==> src/rtl/arm_pipelined_skid_stage.sv <==
// arm_pipelined_skid_stage
//   Elastic valid/ready pipeline stage with a two-entry skid buffer.
//   Upstream ready (o_Ready) is decoded from registered state only, so
//   downstream ready never reaches it combinationally.
//   A synchronous flush drops everything held and anything handed over
//   in the same cycle.
//
//   Optional feature macro: ARM_PIPELINED_SKID_STATS_EN
//     defined   -> o_StallCount counts cycles with o_Valid=1 and i_Ready=0,
//                  saturating at all-ones and cleared only by reset.
//     undefined -> o_StallCount is tied to 0.
//
// Ports
//   clk, reset         clock, synchronous active-high reset
//   i_Valid/o_Ready    upstream handshake, i_Data payload in
//   o_Valid/i_Ready    downstream handshake, o_Data payload out
//   i_Flush            discard held and incoming payloads
//   o_Occupancy        held entries: 0, 1 or 2
//   o_StallCount       downstream stall cycle counter
module arm_pipelined_skid_stage #(
  parameter int BusWidth        = 32,
  parameter int StallCountWidth = 16
) (
  input  logic                       clk,
  input  logic                       reset,
  input  logic                       i_Valid,
  output logic                       o_Ready,
  input  logic [BusWidth-1:0]        i_Data,
  output logic                       o_Valid,
  input  logic                       i_Ready,
  output logic [BusWidth-1:0]        o_Data,
  input  logic                       i_Flush,
  output logic [1:0]                 o_Occupancy,
  output logic [StallCountWidth-1:0] o_StallCount
);

  // Encodings equal the occupancy so it can be read straight off the state.
  typedef enum logic [1:0] {
    EMPTY = 2'd0,
    BUSY  = 2'd1,
    FULL  = 2'd2
  } state_t;

  state_t              state_q, state_d;
  logic [BusWidth-1:0] main_q, main_d;
  logic [BusWidth-1:0] skid_q, skid_d;
  logic                in_fire, out_fire;

  assign o_Valid     = (state_q != EMPTY);
  assign o_Ready     = (state_q != FULL);
  assign o_Data      = main_q;
  assign o_Occupancy = state_q;

  assign in_fire  = i_Valid & o_Ready;
  assign out_fire = o_Valid & i_Ready;

  always_comb begin
    state_d = state_q;
    main_d  = main_q;
    skid_d  = skid_q;
    case (state_q)
      EMPTY: begin
        if (in_fire) begin
          main_d  = i_Data;
          state_d = BUSY;
        end
      end
      BUSY: begin
        if (in_fire && out_fire) begin
          main_d = i_Data;
        end else if (in_fire) begin
          // Downstream stalled after we advertised ready: park in skid.
          skid_d  = i_Data;
          state_d = FULL;
        end else if (out_fire) begin
          state_d = EMPTY;
        end
      end
      FULL: begin
        // o_Ready is low here, so only the drain side can move.
        if (out_fire) begin
          main_d  = skid_q;
          state_d = BUSY;
        end
      end
      default: state_d = EMPTY;
    endcase
  end

  always_ff @(posedge clk) begin
    if (reset || i_Flush) begin
      state_q <= EMPTY;
      main_q  <= '0;
      skid_q  <= '0;
    end else begin
      state_q <= state_d;
      main_q  <= main_d;
      skid_q  <= skid_d;
    end
  end

`ifdef ARM_PIPELINED_SKID_STATS_EN
  logic [StallCountWidth-1:0] stall_q;

  // Flush does not clear the counter; it keeps counting through a flush cycle.
  always_ff @(posedge clk) begin
    if (reset)
      stall_q <= '0;
    else if (o_Valid && !i_Ready && (stall_q != {StallCountWidth{1'b1}}))
      stall_q <= stall_q + 1'b1;
  end

  assign o_StallCount = stall_q;
`else
  assign o_StallCount = '0;
`endif

endmodule

==> config.mk <==
export PLATFORM = sky130hd
export DESIGN_NAME = arm_pipelined_skid_stage
export DESIGN_NICKNAME = d
export VERILOG_FILES = /design/src/rtl/arm_pipelined_skid_stage.sv
export SDC_FILE = /design/constraint.sdc
export NUM_CORES = 1
export LEC_CHECK = 0
export CORE_ASPECT_RATIO = 0.6
export CORE_MARGIN = 4
export CORE_UTILIZATION = 57
export CTS_CLUSTER_DIAMETER = 50
export DETAILED_ROUTE_END_ITERATION = 16
export DONT_BUFFER_PORTS = 1
export GPL_TIMING_DRIVEN = 0
export PLACE_DENSITY = 0.82
export SLEW_MARGIN = 0
export SYNTH_ARGS = -nofsm -noshare
export SYNTH_HDL_FRONTEND = slang
export SYNTH_SLANG_ARGS = --single-unit
==> constraint.sdc <==
create_clock -name clk -period 1.2 [get_ports clk]
set_clock_uncertainty 0.05 [all_clocks]
set_input_delay 0.24 -clock clk [delete_from_list [all_inputs] [get_ports clk]]
set_output_delay 0.24 -clock clk [all_outputs]
set_load 0.05 [all_outputs]
# Word-level counts from Yosys, hierarchy flattened
# Cells that the tools add are included.
[totals]
ff_bits = 66
inputBits = 37
output_inout_bits = 52
word_cells = 32
[classes]
n_eq_ne = 8
muxes = 10
n_bitwise = 3
reduce_logical = 8
[ops]
columns = ["op", "n"]
rows = [
  ["$mux W32", 3],
  ["$pmux W32 S3", 1],
  ["$mux W2", 5],
  ["$ne A2 B2 Y1 const B", 5],
  ["$reduce_and A4 Y1", 2],
  ["$pmux W2 S3", 1],
  ["$ne A3 B3 Y1 const B", 1],
  ["$reduce_and A3 Y1", 1],
  ["$reduce_bool A3 Y1", 1],
  ["$and A1 B1 Y1", 2],
  ["$eq A2 B1 Y1 const B", 1],
  ["$eq A2 B2 Y1 const B", 1],
  ["$logic_not A2 Y1", 1],
  ["$reduce_bool A2 Y1", 1],
  ["$logic_and A1 B1 Y1", 1],
  ["$logic_or A1 B1 Y1", 1],
  ["$not A1 Y1", 1],
]

# Longest topological paths before layout
[depth]
depth_word = 6
mapped_depth = 5
mapped_depth_nobuf = 3

# Least setup slack after synthesis
# Ideal clock, no wire load.
[synth_path]
path_type = "flip-flop to flip-flop"
startpoint = "register state_q[0], in the netlist o_Occupancy[0]"
endpoint = "register main_q[25], in the netlist o_Data[25]"
setup_ps = 146
arrival_time_ps = 1600
required_time_ps = 1004
slack_ps = -596
path_stages_with_launch = 6
path_buffers = 2
period_less_slack_ps = 1796
path_cell_list = "dfxtp_1 nand2b_1 buf_6 buf_4 mux2i_1 a211oi_2"
[synth_via]
elab_chain_len = 5
word_cells_on_any_way = 14
cone_classes = "eq/ne (6); mux (1); bitwise (2); reduce/logical (5)"
[synth_rtl]
columns = ["element", "line_no", "rtl"]
rows = [
  ["from (decl)", "44", "state_t state_q, state_d;"],
  ["from (signal assigned)", "96", "state_q <= state_d;"],
  ["$ne A2 B2 Y1 *", "50", "assign o_Ready = (state_q != FULL);"],
  ["net o_Ready", "27", "output logic o_Ready,"],
  ["$and A1 B1 Y1 *", "54", "assign in_fire = i_Valid & o_Ready;"],
  ["$logic_and A1 B1 Y1", "69", "if (in_fire && out_fire) begin"],
  ["$ne A2 B2 Y1 (no line)", "n/a", ""],
  ["$reduce_and A4 Y1 (no line) *", "n/a", ""],
  ["to (signal assigned)", "97", "main_q <= main_d;"],
  ["to (decl)", "45", "logic [BusWidth-1:0] main_q, main_d;"],
]
# Mark *: on every way through the listed nets, which the timed path passes. The rest lies on a longest branch.
# A chain may end at the register's enable or synchronous reset.

# Final worst setup path
[layout_path]
startpoint = "register state_q[0], in the netlist o_Occupancy[0]"
endpoint = "output port o_Ready"
[layout_via]
elab_chain_len = 1
[layout_rtl]
columns = ["element", "line_no"]
rows = [
  ["$ne A2 B2 Y1", "50"],
  ["to (decl)", "27"],
]
# No other way between the ends.

==> flow_metrics.env <==
export IMPL_grt_use_met1=0.323
export IMPL_fp_coreArea_um2=5180
export IMPL_finalSetupViolCount=68
export IMPL_combPwrFrac=0.155
export IMPL_start_kind="flop"
export IMPL_slew_viol_final=0
export IMPL_status="complete, but fails checks"
export IMPL_grt_pass1_wl_mm=13.9
export IMPL_crit_required_ns=0.91
export IMPL_placed_cell_area_um2=3310
export IMPL_wl_per_cell_um=22.1
export IMPL_yosysUniqueCellTypes=24
export IMPL_fillers=246
export IMPL_max_stage_delay_ns=0.47
export IMPL_hold_class="in2reg"
export IMPL_drt_pass1_iter_count=5
export IMPL_drc_errors=0
export IMPL_die_area_um2=6760
export IMPL_fp_dieW_um=104
export IMPL_root_buffer="clkbuf_8"
export IMPL_vias_per_cell=5.98
export IMPL_grt_max_degree=12
export IMPL_numClockSinks=66
export IMPL_grtUsageMet2=0.425
export IMPL_grt_pass1_vias=2635
export IMPL_num_vias=2763
export IMPL_cts_max_path_buffers=2
export IMPL_start_util=0.602
export IMPL_fin_nets=428
export IMPL_track_usage=0.260
export IMPL_num_rows=20
export IMPL_ir_drop_mv=0.897
export IMPL_ant_nets=0
export IMPL_power_switching_uw=1580
export IMPL_fmax_mhz=628
export IMPL_pin_count=89
export IMPL_avgSynthCellArea_um2=9.57
export IMPL_cp_cell_sequence="nand2b_1 -> buf_6 -> buf_12"
export IMPL_netlist_area_um2=3120
export IMPL_synth_edf_count=0
export IMPL_ys_warn_count=0
export IMPL_hold_viol=0
export IMPL_finalCriticalPeriod_ns=1.59
export IMPL_drt_wl_total_mm=10.2
export IMPL_yosys_area_top_type_share=0.423
export IMPL_violations="setup timing"
export IMPL_area_growth_pct=43.7
export IMPL_drive_above_1_share=0.543
export IMPL_cp_max_fo=7
export IMPL_hold_worst_slack_ns=0.00585
export IMPL_synth_top_area_cell="dfxtp_1"
export IMPL_arrival_ns=1.30
export IMPL_gp_congestion=0.766
export IMPL_swShare=0.296
export IMPL_cts_buffers=9
export IMPL_multi_input_area_um2=1930
export IMPL_ys_seq_area_frac=0.423
export IMPL_final_common_cell="a211oi_2"
export IMPL_dp_cells=407
export IMPL_diodes=0
export IMPL_grt_overflow_total=0
export IMPL_min_period_over_period=1.33
export IMPL_drtIter0Drc=157
export IMPL_end_kind="output pin"
export IMPL_drv_cap=0
export IMPL_seqCellArea_um2=1370
export IMPL_synthFlopType="dfxtp_1"
export IMPL_cts_tree="built"
export IMPL_slowest_stage="dfxtp_4"
export IMPL_synth_cells=326
export IMPL_cts_htree_levels=3
export IMPL_async_flop_share=0
export IMPL_final_cell_mix="a211oi_2 (56), nand2_1 (54), dfxtp_2 (32), dfxtp_1 (32), dlygate4sd3_1 (31)"
export IMPL_stdcell_area_um2=4480
export IMPL_synth_seq_cells=66
export IMPL_clockPowerShare=0.378
export IMPL_powerDensity_nw_per_um2=1190
export IMPL_rsz0062_at_grt="yes"
export IMPL_crit_type="reg2out"
export IMPL_cts_clk_slew_worst_paths_ns=0.07
export IMPL_met3_usage=0.113
export IMPL_numPortBuffers=0
export IMPL_synth_area_leaders="dfxtp_1 (42%), a211oi_2 (12%), mux2i_1 (10%)"
export IMPL_tightest_slew_ns=0.772
export IMPL_maxSlewHeadroom=0.486
export IMPL_setup_tns_ns=-21.35
export IMPL_antenna_found_initial=0
export IMPL_seqPwrFrac=0.467
export IMPL_leakage_uw=0.00174
export IMPL_top_usage_layer="met2"
export IMPL_insertion_delay_ns=0.36
export IMPL_internal_power_uw=3760
export IMPL_die_y_um=65.3
export IMPL_layout_setup_ws_ns=-0.393
export IMPL_stdcell_count=462
export IMPL_dpl_hpwl_mm=5.46
-- power by group through the flow --
stage	clock (uW)	combinational (uW)	sequential, uW
after detailed placement	0	560	2530
after floorplan	0	486	2510
after CTS	1990	704	2490
after global placement	0	547	2520
after global routing	2130	866	2500
final	2020	827	2500
-- area by class of cell --
class / instances / share of cell area
multi-input combinational: 225 / 0.431
sequential: 66 / 0.305
timing repair buffer: 40 / 0.0996
buffer: 49 / 0.0979
clock buffer: 12 / 0.0371
tap: 66 / 0.0184
clock inverter: 4 / 0.0106
-- synth_stat cells (all sizes together), types with 2 or more instances --
| cell type | count |
|---|---|
| a211oi | 64 |
| a21o | 2 |
| a21oi | 33 |
| buf | 41 |
| clkbuf | 9 |
| dfxtp | 66 |
| mux2i | 32 |
| nand2 | 65 |
| nand2b | 2 |
| or2 | 2 |
-- worst max-delay path: cells and delay by family (launching register included) --
family	cells	cell delay [ns]
DFF	1	0.47
buffers and inverters	2	0.32
and+or+nand+nor	1	0.16
-- per-stage QoR --
stage	util	power, uW	setup WS, ns
3_3_place_gp	0.640	3070	-0.331
6_report	0.866	5340	-0.393
2_1_floorplan	-	3000	-0.189
4_1_cts	0.787	5190	-0.357
5_1_grt	0.866	5500	-0.478
3_5_place_dp	0.640	3090	-0.384
-- logic make-up after synthesis --
family	synth area share
AOI/OAI and AO/OA	0.267
buffers and inverters	0.102
DFF	0.423
muxes	0.103
other	0.00120
and+or+nand+nor	0.104
-- final timing paths --
| check | start | endpoint | slack [ns] | cells after the start |
|---|---|---|---|---|
| setup / recovery | o_Occupancy[0] | o_Ready | -0.39 | 3 |
| hold / removal | i_Ready | o_Occupancy[1] | 0.006 | 2 |
| setup reg to reg | o_Occupancy[1] | skid_q[28] | -0.39 | 6 |
| hold reg to reg | skid_q[20] | skid_q[20] | 0.41 | 2 |
-- state kept, by name (all words and copies together) (netlist names) --
register and cells:
o_Occupancy 2, skid_q 32, o_Data 32
-- layer usage --
metal  routed length, um  up-vias
li1                    -     1261
met1                4110     1351
met2                4990      131
met3                 979       20
met4                 140        0
met5                   0        -
-- timing repair --
action	CTS	global route
endpoints found under the hold margin	30	1
cloned	1	2
endpoints found under the setup margin	100	68
resized for setup	68	94
hold buffers	30	1
pin swaps	0	22
buffers inserted	4	2
Note: power is estimated with default switching activity, not from simulation.
